<file path="src/rtl/alu_y_stage.sv">
// Y operand register plus ALU stage feeding the Z result register.
// Optional macro ALU_MUL_EN adds a multi-cycle shift-add MUL (opcode C).
module alu_y_stage #(
  parameter int WIDTH      = 16,
  parameter int MUL_CYCLES = WIDTH
) (
  input  logic             clk,
  input  logic             reset,
  input  logic [WIDTH-1:0] bus_in,
  input  logic             Y_in,
  input  logic [3:0]       alu_op,
  input  logic             alu_start,
  output logic [WIDTH-1:0] to_Z,
  output logic             alu_busy,
  output logic             alu_done,
  output logic [3:0]       flags,
  output logic [WIDTH-1:0] REG_OUT_Y,
  output logic [0:0]       dbg_state
);

  localparam int          MSB     = WIDTH - 1;
  localparam logic [0:0]  ST_IDLE = 1'b0;
  localparam logic [0:0]  ST_MUL  = 1'b1;
  localparam logic [3:0]  OP_MUL  = 4'hC;
  localparam logic [WIDTH:0] ONE  = (WIDTH+1)'(1);

  logic [WIDTH-1:0] y_q, y_d;
  logic [WIDTH-1:0] res_q, res_d;
  logic [3:0]       flags_q, flags_d;
  logic             done_q, done_d;

  logic [WIDTH:0]   sum_w, diff_w, inc_w, dec_w;
  logic [WIDTH-1:0] op_r;
  logic             op_c, op_v;
  logic [3:0]       op_flags;

  // Extra top bit of each extended result is carry-out or borrow.
  assign sum_w  = {1'b0, y_q} + {1'b0, bus_in};
  assign diff_w = {1'b0, y_q} - {1'b0, bus_in};
  assign inc_w  = {1'b0, bus_in} + ONE;
  assign dec_w  = {1'b0, bus_in} - ONE;

  always_comb begin
    op_r = '0;
    op_c = 1'b0;
    op_v = 1'b0;
    case (alu_op)
      4'h0: begin
        op_r = sum_w[MSB:0];
        op_c = sum_w[WIDTH];
        op_v = (y_q[MSB] == bus_in[MSB]) && (sum_w[MSB] != y_q[MSB]);
      end
      4'h1: begin
        op_r = diff_w[MSB:0];
        op_c = diff_w[WIDTH];
        op_v = (y_q[MSB] != bus_in[MSB]) && (diff_w[MSB] != y_q[MSB]);
      end
      4'h2: op_r = y_q & bus_in;
      4'h3: op_r = y_q | bus_in;
      4'h4: op_r = y_q ^ bus_in;
      4'h5: op_r = ~bus_in;
      4'h6: begin
        op_r = {y_q[MSB-1:0], 1'b0};
        op_c = y_q[MSB];
      end
      4'h7: begin
        op_r = {1'b0, y_q[MSB:1]};
        op_c = y_q[0];
      end
      4'h8: begin
        op_r = {y_q[MSB], y_q[MSB:1]};
        op_c = y_q[0];
      end
      4'h9: op_r = bus_in;
      4'hA: begin
        op_r = inc_w[MSB:0];
        op_c = inc_w[WIDTH];
        op_v = !bus_in[MSB] && inc_w[MSB];
      end
      4'hB: begin
        op_r = dec_w[MSB:0];
        op_c = dec_w[WIDTH];
        op_v = bus_in[MSB] && !dec_w[MSB];
      end
      default: op_r = '0;
    endcase
    op_flags = {op_r[MSB], (op_r == '0), op_c, op_v};
  end

`ifdef ALU_MUL_EN
  localparam int CNT_W = (MUL_CYCLES > 1) ? $clog2(MUL_CYCLES) : 1;

  logic [0:0]         state_q, state_d;
  logic [CNT_W-1:0]   cnt_q, cnt_d;
  logic [2*WIDTH-1:0] mcand_q, mcand_d;
  logic [WIDTH-1:0]   mplier_q, mplier_d;
  logic [2*WIDTH-1:0] acc_q, acc_d;
  logic [2*WIDTH-1:0] acc_nx;

  assign acc_nx    = acc_q + (mplier_q[0] ? mcand_q : '0);
  assign alu_busy  = (state_q == ST_MUL);
  assign dbg_state = state_q;
`else
  assign alu_busy  = 1'b0;
  assign dbg_state = ST_IDLE;
`endif

  always_comb begin
    y_d     = Y_in ? bus_in : y_q;
    res_d   = res_q;
    flags_d = flags_q;
    done_d  = 1'b0;
`ifdef ALU_MUL_EN
    state_d  = state_q;
    cnt_d    = cnt_q;
    mcand_d  = mcand_q;
    mplier_d = mplier_q;
    acc_d    = acc_q;
    if (state_q == ST_MUL) begin
      acc_d    = acc_nx;
      mcand_d  = mcand_q << 1;
      mplier_d = mplier_q >> 1;
      cnt_d    = cnt_q + CNT_W'(1);
      if (cnt_q == CNT_W'(MUL_CYCLES - 1)) begin
        res_d   = acc_nx[MSB:0];
        flags_d = {acc_nx[MSB], (acc_nx[MSB:0] == '0),
                   |acc_nx[2*WIDTH-1:WIDTH], |acc_nx[2*WIDTH-1:WIDTH]};
        done_d  = 1'b1;
        cnt_d   = '0;
        state_d = ST_IDLE;
      end
    end else if (alu_start) begin
      if (alu_op == OP_MUL) begin
        mcand_d  = {{WIDTH{1'b0}}, y_q};
        mplier_d = bus_in;
        acc_d    = '0;
        cnt_d    = '0;
        state_d  = ST_MUL;
      end else begin
        res_d   = op_r;
        flags_d = op_flags;
        done_d  = 1'b1;
      end
    end
`else
    if (alu_start) begin
      res_d   = op_r;
      flags_d = op_flags;
      done_d  = 1'b1;
    end
`endif
  end

  always_ff @(posedge clk or negedge reset) begin
    if (!reset) begin
      y_q     <= '0;
      res_q   <= '0;
      flags_q <= '0;
      done_q  <= 1'b0;
    end else begin
      y_q     <= y_d;
      res_q   <= res_d;
      flags_q <= flags_d;
      done_q  <= done_d;
    end
  end

`ifdef ALU_MUL_EN
  always_ff @(posedge clk or negedge reset) begin
    if (!reset) begin
      state_q  <= ST_IDLE;
      cnt_q    <= '0;
      mcand_q  <= '0;
      mplier_q <= '0;
      acc_q    <= '0;
    end else begin
      state_q  <= state_d;
      cnt_q    <= cnt_d;
      mcand_q  <= mcand_d;
      mplier_q <= mplier_d;
      acc_q    <= acc_d;
    end
  end
`endif

  assign to_Z      = res_q;
  assign flags     = flags_q;
  assign alu_done  = done_q;
  assign REG_OUT_Y = y_q;

endmodule

</file>
<file path="config.mk">
export PLATFORM = sky130hd
export DESIGN_NAME = alu_y_stage
export DESIGN_NICKNAME = d
export VERILOG_FILES = /design/src/rtl/alu_y_stage.sv
export SDC_FILE = /design/constraint.sdc
export NUM_CORES = 1
export LEC_CHECK = 0
export ABC_AREA = 1
export CAP_MARGIN = 20
export CORE_MARGIN = 2
export CORE_UTILIZATION = 40
export CTS_BUF_LIST = sky130_fd_sc_hd__clkbuf_2
export DETAILED_ROUTE_END_ITERATION = 6
export GPL_TIMING_DRIVEN = 0
export PLACE_DENSITY = 0.58
export SETUP_SLACK_MARGIN = 0.02
export SYNTH_ARGS = -nofsm -noshare
export SYNTH_HDL_FRONTEND = slang
export SYNTH_SLANG_ARGS = --single-unit
</file>
<file path="constraint.sdc">
create_clock -name clk -period 2.3 [get_ports clk]
set_input_delay 0.23 -clock clk [delete_from_list [all_inputs] [get_ports clk]]
set_output_delay 0.23 -clock clk [all_outputs]
set_load 0.02 [all_outputs]
</file>
Yosys cells after proc, flatten, opt, wreduce, memory -nomap -nowiden
Cells that the tools add are included.

Register bits after elaboration: 37. Output and inout bits: 39. Logic and storage cells: 40.

Add/sub/neg operators: 4. Eq/ne operators: 15. Muxes and demuxes: 4. Bitwise gates (word level): 4. Reduce and logical (&&, ||, !) cells: 9.

Operators with widths (number): one-hot mux 16 bit (12 select lines) (1); adder 16 x 1 -> 17 bit (second input constant) (1); adder 16 x 16 -> 17 bit (1); subtractor 16 x 1 -> 17 bit (second input constant) (1); subtractor 16 x 16 -> 17 bit (1); bitwise AND 16 bit (1); == test 4 x 3 -> 1 bit (second input constant) (4); == test 4 bit (second input constant) (4); logical NOT 16 bit (1); NOT 16 bit (1); OR 16 bit (1); XOR 16 bit (1); == test 4 x 2 -> 1 bit (second input constant) (2); one-hot mux 1 bit (6 select lines) (1); == test 4 x 1 -> 1 bit (second input constant) (1); logical AND 1 bit (4); logical NOT 4 bit (1); one-hot mux 1 bit (4 select lines) (1); != test 1 bit (3); logical NOT 1 bit (2); OR reduction 2 bit (1); == test 1 bit (1); 2-to-1 mux 1 bit (1).

Depth between registers and ports, before layout
Gate-level depths: netlist of run 1.

Depth in word-level cells: 4. Mapped depth: 20. Gate-level depth less buffers: 19.

Least setup slack after synthesis of run 1
OpenSTA, ideal clock, no wires.

Kind: register to register. Start: reg y_q[9], in the netlist REG_OUT_Y[9]. End: reg flags_q[2], in the netlist flags[2]. Arrival time: 2101 ps. Required time: 2234 ps. Setup slack: 133 ps. Stages on the path, launching flop included: 17. Path buffers: 1. Cells stage by stage: dfrtp_1 -> inv_1 -> ha_1 -> buf_2 -> nand2_1 -> inv_1 -> nand2_1 -> nand2_1 -> a21oi_1 -> a21oi_1 -> nor2_1 -> nand2_1 -> nor2_1 -> nand2_1 -> nor2_1 -> nand2_1 -> nand2_1.

Word-level cells in the longest chain between the ends: 3.

Ends and longest elaborated chain: from (decl) (line 27) `logic [WIDTH-1:0] y_q, y_d;`; from (signal assigned) (line 161) `y_q <= y_d;`; subtractor 16 x 16 -> 17 bit, or another cell as far along (line 39) `assign diff_w = {1'b0, y_q} - {1'b0, bus_in};`; one-hot mux 16 bit (12 select lines) * (line 47) `case (alu_op)`; logical NOT 16 bit * (line 87) `op_flags = {op_r[MSB], (op_r == '0), op_c, op_v};`; to (signal assigned) (line 163) `flags_q <= flags_d;`; to (decl) (line 29) `logic [3:0] flags_q, flags_d;`.

Every way passes the cells marked *; elsewhere a longest branch is shown, timed or not. A chain may end at the register's enable or synchronous reset.

Worst setup path after layout of run 1
Start: in bus_in[0]. End: reg flags_q[2], in the netlist flags[2].

Word-level cells in the longest chain between the ends: 3.

Ends and longest elaborated chain: from (decl) (line 9) `input logic [WIDTH-1:0] bus_in,`; subtractor 16 x 1 -> 17 bit, or another cell as far along (line 41) `assign dec_w = {1'b0, bus_in} - ONE;`; one-hot mux 16 bit (12 select lines) * (line 47); logical NOT 16 bit * (line 87).

Marked as above.

==> flow_summary.toml, run 1 <==
[route]
wirelength_um = 23900
drt_iter0_drc = 638
final_antenna_net_count = 0
drt_first_pass_iters = 5
wl_per_cell_um = 17.3
drc = 0
vias_per_cell = 5.27
via_count = 7285

[logic_synthesis]
synth_seq_cells = 36
yosysTopAreaCell = "nand2_1"
synth_warnings = 0
seq_area_frac_synth = 0.154
avgSynthCellArea_um2 = 5.40
yosys-top-cells-area = "nand2_1 26%, dfrtp_1 15%, ha_1 12%, nand3_1 11%, inv_1 8.9%"
synth_top_area_share = 0.262
yosysUniqueCellTypes = 34
syn_area_um2 = 5840
syn_inst = 1081

[floorplan]
io_pins = 63
die-area_um2 = 15600
start_util = 0.406
die_w_um = 125
coreArea_um2 = 14400
rows = 44
die_h_um = 125

[clock_network]
path_clk_slew_ns = 0.29
htree_levels = 2
clock_sinks = 36
clock_latency_ns = 0.51
cts-root-buf = "clkbuf_2"
cts_buffers = 5
cts_tree = "done"
clockBufferDepth = 2

[place]
place_ws_ns = -0.976
dpl_cell_area_um2 = 6690
dp_hpwl_um = 18400
place.gp.congestion = 0.948
dp_cells = 1327
portBuffers = 60

[finish]
drive_above_1_share = 0.190
area_growth_pct = 31.1
design_area_um2 = 7650
layoutNonFillerInstCount = 1382
nNetsFinal = 1277
final_cell_mix = "380 x nand2_1, 117 x nand3_1, 114 x nor2_1"
final_common_cell = "nand2_1"
finish.utilization = 0.533

[critical_path]
worstSetupEndpointType = "register"
cp.arrival_ns = 2.78
criticalPathCategory = "in2reg"
critPathMaxFanout = 8
startpoint_type = "primary input"
required_ns = 2.73

[sta]
setup_viol = 1
maxSlewHeadroom = 0.369
max_freq_mhz = 426
hold_viol_final = 0
tns_ns = -0.0457
period_needed_ns = 2.35
drv_slew = 0
fin_ws_ns = -0.0457
rsz0062_at_grt = "true"
clock_skew_ns = 0.0474
finalCritPeriodShare = 1.02
worst_hold_slack_ns = 0.114
tightest_slew_ns = 0.943

[status]
status = "finished, violations left"
violations = "setup timing"

[job]
maxCapViolations = 0

[pwr]
pwr_density_cell_nw_per_um2 = 406
p_leak_nw = 4.02
irDropWorstVdd_mv = 0.159
power_mw = 3.11

[global_routing]
grt_pass1_vias = 6453
grt_pass1_wl_um = 35700
grt_usage = 0.292
antenna_found_initial = 1
grt_overflow = 0
grt_max_degree = 24

[worst_hold_path]
holdCritPathClass = "in2reg"
## routing by layer
| layer | wire length (um) | global-route usage | part of all wire |
|---|---|---|---|
| met4 | 733 | 0.0958 | 0.031 |
| met5 | 0 | 0 | 0 |
| met3 | 1570 | 0.0357 | 0.066 |
| met2 | 10600 | 0.464 | 0.44 |
| met1 | 11000 | 0.411 | 0.46 |
## synthesized netlist by cell type, drive strengths merged
| cell | n |
|---|---|
| clkinv | 2 |
| clkbuf | 9 |
| nand2 | 413 |
| a31oi | 2 |
| inv | 141 |
| xnor2 | 1 |
| and2 | 1 |
| o211ai | 1 |
| fa | 2 |
| a21oi | 26 |
| xor2 | 5 |
| buf | 32 |
| nand4 | 16 |
| conb | 1 |
| dfrtp | 36 |
| ha | 55 |
| nand3b | 2 |
| nor2 | 141 |
| a221oi | 1 |
| o22ai | 5 |
| nand3 | 130 |
| nor3 | 11 |
| o21bai | 2 |
| o21ai | 46 |
## worst paths after layout
| path | from | cells after the start | to | slack, ns |
|---|---|---|---|---|
| worst max-delay path | bus_in[0] | 15 | flags[2] | -0.05 |
| worst max register to register | REG_OUT_Y[2] | 17 | flags[2] | -0.01 |
| max in group asynchronous | reset | 3 | REG_OUT_Y[1] | 1.63 |
| min in group asynchronous | reset | 2 | REG_OUT_Y[2] | 0.14 |
| worst min-delay path | bus_in[5] | 4 | REG_OUT_Y[5] | 0.11 |
| worst min register to register | to_Z[6] | 2 | to_Z[6] | 0.51 |
## cell families (layout without fill, tap and decap cells)
| logic type | Yosys count | count (layout) | synth area share |
|---|---|---|---|
| adders and majority gates | 57 | 57 | 0.125 |
| AOI/OAI and AO/OA | 83 | 83 | 0.0746 |
| and+or+nand+nor | 714 | 714 | 0.505 |
| DFF | 36 | 36 | 0.154 |
| other | 1 | 3 | 0.000642 |
| buffers and inverters | 184 | 299 | 0.132 |
| xor gates and xnor gates | 6 | 6 | 0.00900 |
## area by class of cell
type                       instances  area [um2]
buffer                            41         342
fill                            1553        6720
tap                              184         230
clock inverter                     2        35.0
multi-input combinational        862        4580
clock buffer                       6        30.0
antenna                            1        2.50
sequential                        36         920
inverter                         143         552
timing repair buffer             107         957
## worst max-delay path: stages
cell,delay [ns]
clkdlybuf4s15_1,0.47
inv_2,0.27
ha_1,0.23
nand3_2,0.19
nor2_1,0.30
nand3_1,0.12
nand3_1,0.09
nand2_1,0.05
nor2_1,0.24
nand3_2,0.15
nor2_1,0.13
nand2_1,0.08
nor2_2,0.10
nand2_1,0.06
nand2_1,0.05
## timing repair
item / in CTS / in global routing
pin swaps: 10 / 24
resized for setup: 72 / 135
gates cloned: 0 / 2
setup endpoints to repair: 10 / 10
setup buffers: 17 / 26
hold buffers: 1 / 0
hold endpoints to repair: 36 / 0
## flip-flops by register name, summed over array words and instances (netlist names)
register,flops
to_Z,16
alu_done,1
flags,3
REG_OUT_Y,16
## power by group
| group | total, mW | internal [mW] | switching, mW |
|---|---|---|---|
| registers | 0.760 | 0.710 | 0.0496 |
| clock network | 0.492 | 0.186 | 0.306 |
| logic | 1.86 | 0.698 | 1.16 |
(Power assumes the default switching activity.)
==> inputs of run 2 (changes only) <==
- SETUP_SLACK_MARGIN: 0.02 -> not set
==> run 2 against run 1 <==
The flow still finishes with violations (setup timing). Register-to-register slack is essentially flat. Worst setup slack gained 0.019 ns. Critical path type unchanged. Global-route usage is essentially flat. Critical path depth is the same. Largest power group unchanged. Routed wire length shrank 0.51%. Sequential share of layout area grew 0.13 points. Highest routed layer unchanged.
==> flow_summary.toml, run 2 (synthesis gave the netlist of run 1 again) <==
[global_routing]
grt_usage = 0.292
grt_max_degree = 24
antenna_found_initial = 1
grt_pass1_wl_um = 35700
grt_pass1_vias = 6446
grt_overflow = 0

[critical_path]
startpoint_type = "primary input"
worstSetupEndpointType = "register"
criticalPathCategory = "in2reg"
cp.arrival_ns = 2.77
critPathMaxFanout = 8
required_ns = 2.74
reg2regPathDepth = 16

[route]
drt_first_pass_iters = 7
wl_per_cell_um = 17.3
wl_met1_um = 10800
drt_iter0_drc = 560
top_layer_used = "met4"
wirelength_um = 23800
drc = 0
wl_met2_um = 10500
vias_per_cell = 5.27
wl_met3_um = 1660
final_antenna_net_count = 0
via_count = 7258

[clock_network]
htree_levels = 2
cts-root-buf = "clkbuf_2"
clock_latency_ns = 0.53
clockBufferDepth = 2
cts_tree = "done"
clock_sinks = 36
cts_buffers = 5
path_clk_slew_ns = 0.30

[pwr]
irDropWorstVdd_mv = 0.159
pwr_density_cell_nw_per_um2 = 407
power_mw = 3.08
p_leak_nw = 3.99

[finish]
drive_above_1_share = 0.178
area_growth_pct = 29.7
nNetsFinal = 1272
design_area_um2 = 7570
final_common_cell = "nand2_1"
final_cell_mix = "384 x nand2_1, 118 x inv_1, 117 x nand3_1"
layoutNonFillerInstCount = 1377
n_fill_cell = 1562

[status]
violations = "setup timing"
status = "finished, violations left"

[sta]
period_needed_ns = 2.33
rsz0062_at_grt = "true"
setup_viol = 1
hold_viol_final = 0
max_freq_mhz = 430
finalCritPeriodShare = 1.01
tightest_slew_ns = 0.941
drv_slew = 0
maxSlewHeadroom = 0.371
fin_ws_ns = -0.0271
clock_skew_ns = 0.0577

[place]
dpl_cell_area_um2 = 6690
place.gp.congestion = 0.948
dp_hpwl_um = 18400
portBuffers = 60
place_ws_ns = -0.976
dp_cells = 1327

[floorplan]
io_pins = 63
coreArea_um2 = 14400
die_w_um = 125
start_util = 0.406
rows = 44
die_h_um = 125
die-area_um2 = 15600

[worst_hold_path]
holdCritPathClass = "in2async"

[job]
maxCapViolations = 0
run 2: per-layer routing:
metal	vias up	global-route usage
li1	3601	-
met1	3337	0.411
met2	275	0.464
met3	45	0.0357
met4	0	0.0958
met5	-	0
run 2: per-stage QoR:
step / setup TNS (ns) / util / hold WS (ns)
6_report: -0.0271 / 0.527 / 0.116
5_1_grt: -0.217 / 0.527 / 0.143
4_1_cts: -0.126 / 0.491 / 0.113
3_5_place_dp: -9.05 / 0.465 / 0.194
3_3_place_gp: -12.67 / 0.464 / 0.462
2_1_floorplan: 0 / - / -0.0656
run 2: worst paths after layout:
kind                         startpoint      endpoint  slack [ns]
hold reg to reg                 to_Z[6]       to_Z[6]        0.51
setup / recovery              bus_in[0]      flags[2]       -0.03
setup reg to reg           REG_OUT_Y[0]      flags[2]       -0.01
max in group asynchronous         reset  REG_OUT_Y[1]        1.64
hold / removal                    reset  REG_OUT_Y[2]        0.12
min in group clk              bus_in[4]  REG_OUT_Y[4]        0.14
run 2: report_power, final:
group	total, mW	leakage (nW)	internal (mW)	switching (mW)
clock network	0.492	0.0430	0.186	0.306
logic	1.83	3.52	0.684	1.15
registers	0.759	0.431	0.710	0.0490
run 2: repair_timing:
action,in CTS,in global routing
gates cloned,0,1
endpoints found under the hold margin,36,0
hold buffers,1,0
resized for setup,69,122
setup buffers,16,23
pin swaps,10,19
setup endpoints to repair,10,10
run 2: layout make-up:
type | instances | area, um2 | share of cell area
multi-input cells | 862 | 4550 | 0.601
plain buffers | 41 | 334 | 0.0441
inverters | 143 | 548 | 0.0724
well taps | 184 | 230 | 0.0304
clock inverters | 2 | 35.0 | 0.00463
clock buffers | 6 | 30.0 | 0.00397
diodes | 1 | 2.50 | 0.000331
flip-flops and latches | 36 | 920 | 0.121
repair buffers | 102 | 923 | 0.122
run 2: critical path, stage by stage:
cell	delay, ns
clkdlybuf4s15_1	0.49
inv_2	0.27
ha_1	0.23
nand3_2	0.18
nor2_1	0.29
nand3_1	0.12
nand3_1	0.09
nand2_1	0.05
nor2_1	0.25
nand3_2	0.15
nor2_1	0.13
nand2_1	0.08
nor2_2	0.10
nand2_1	0.06
nand2_1	0.05
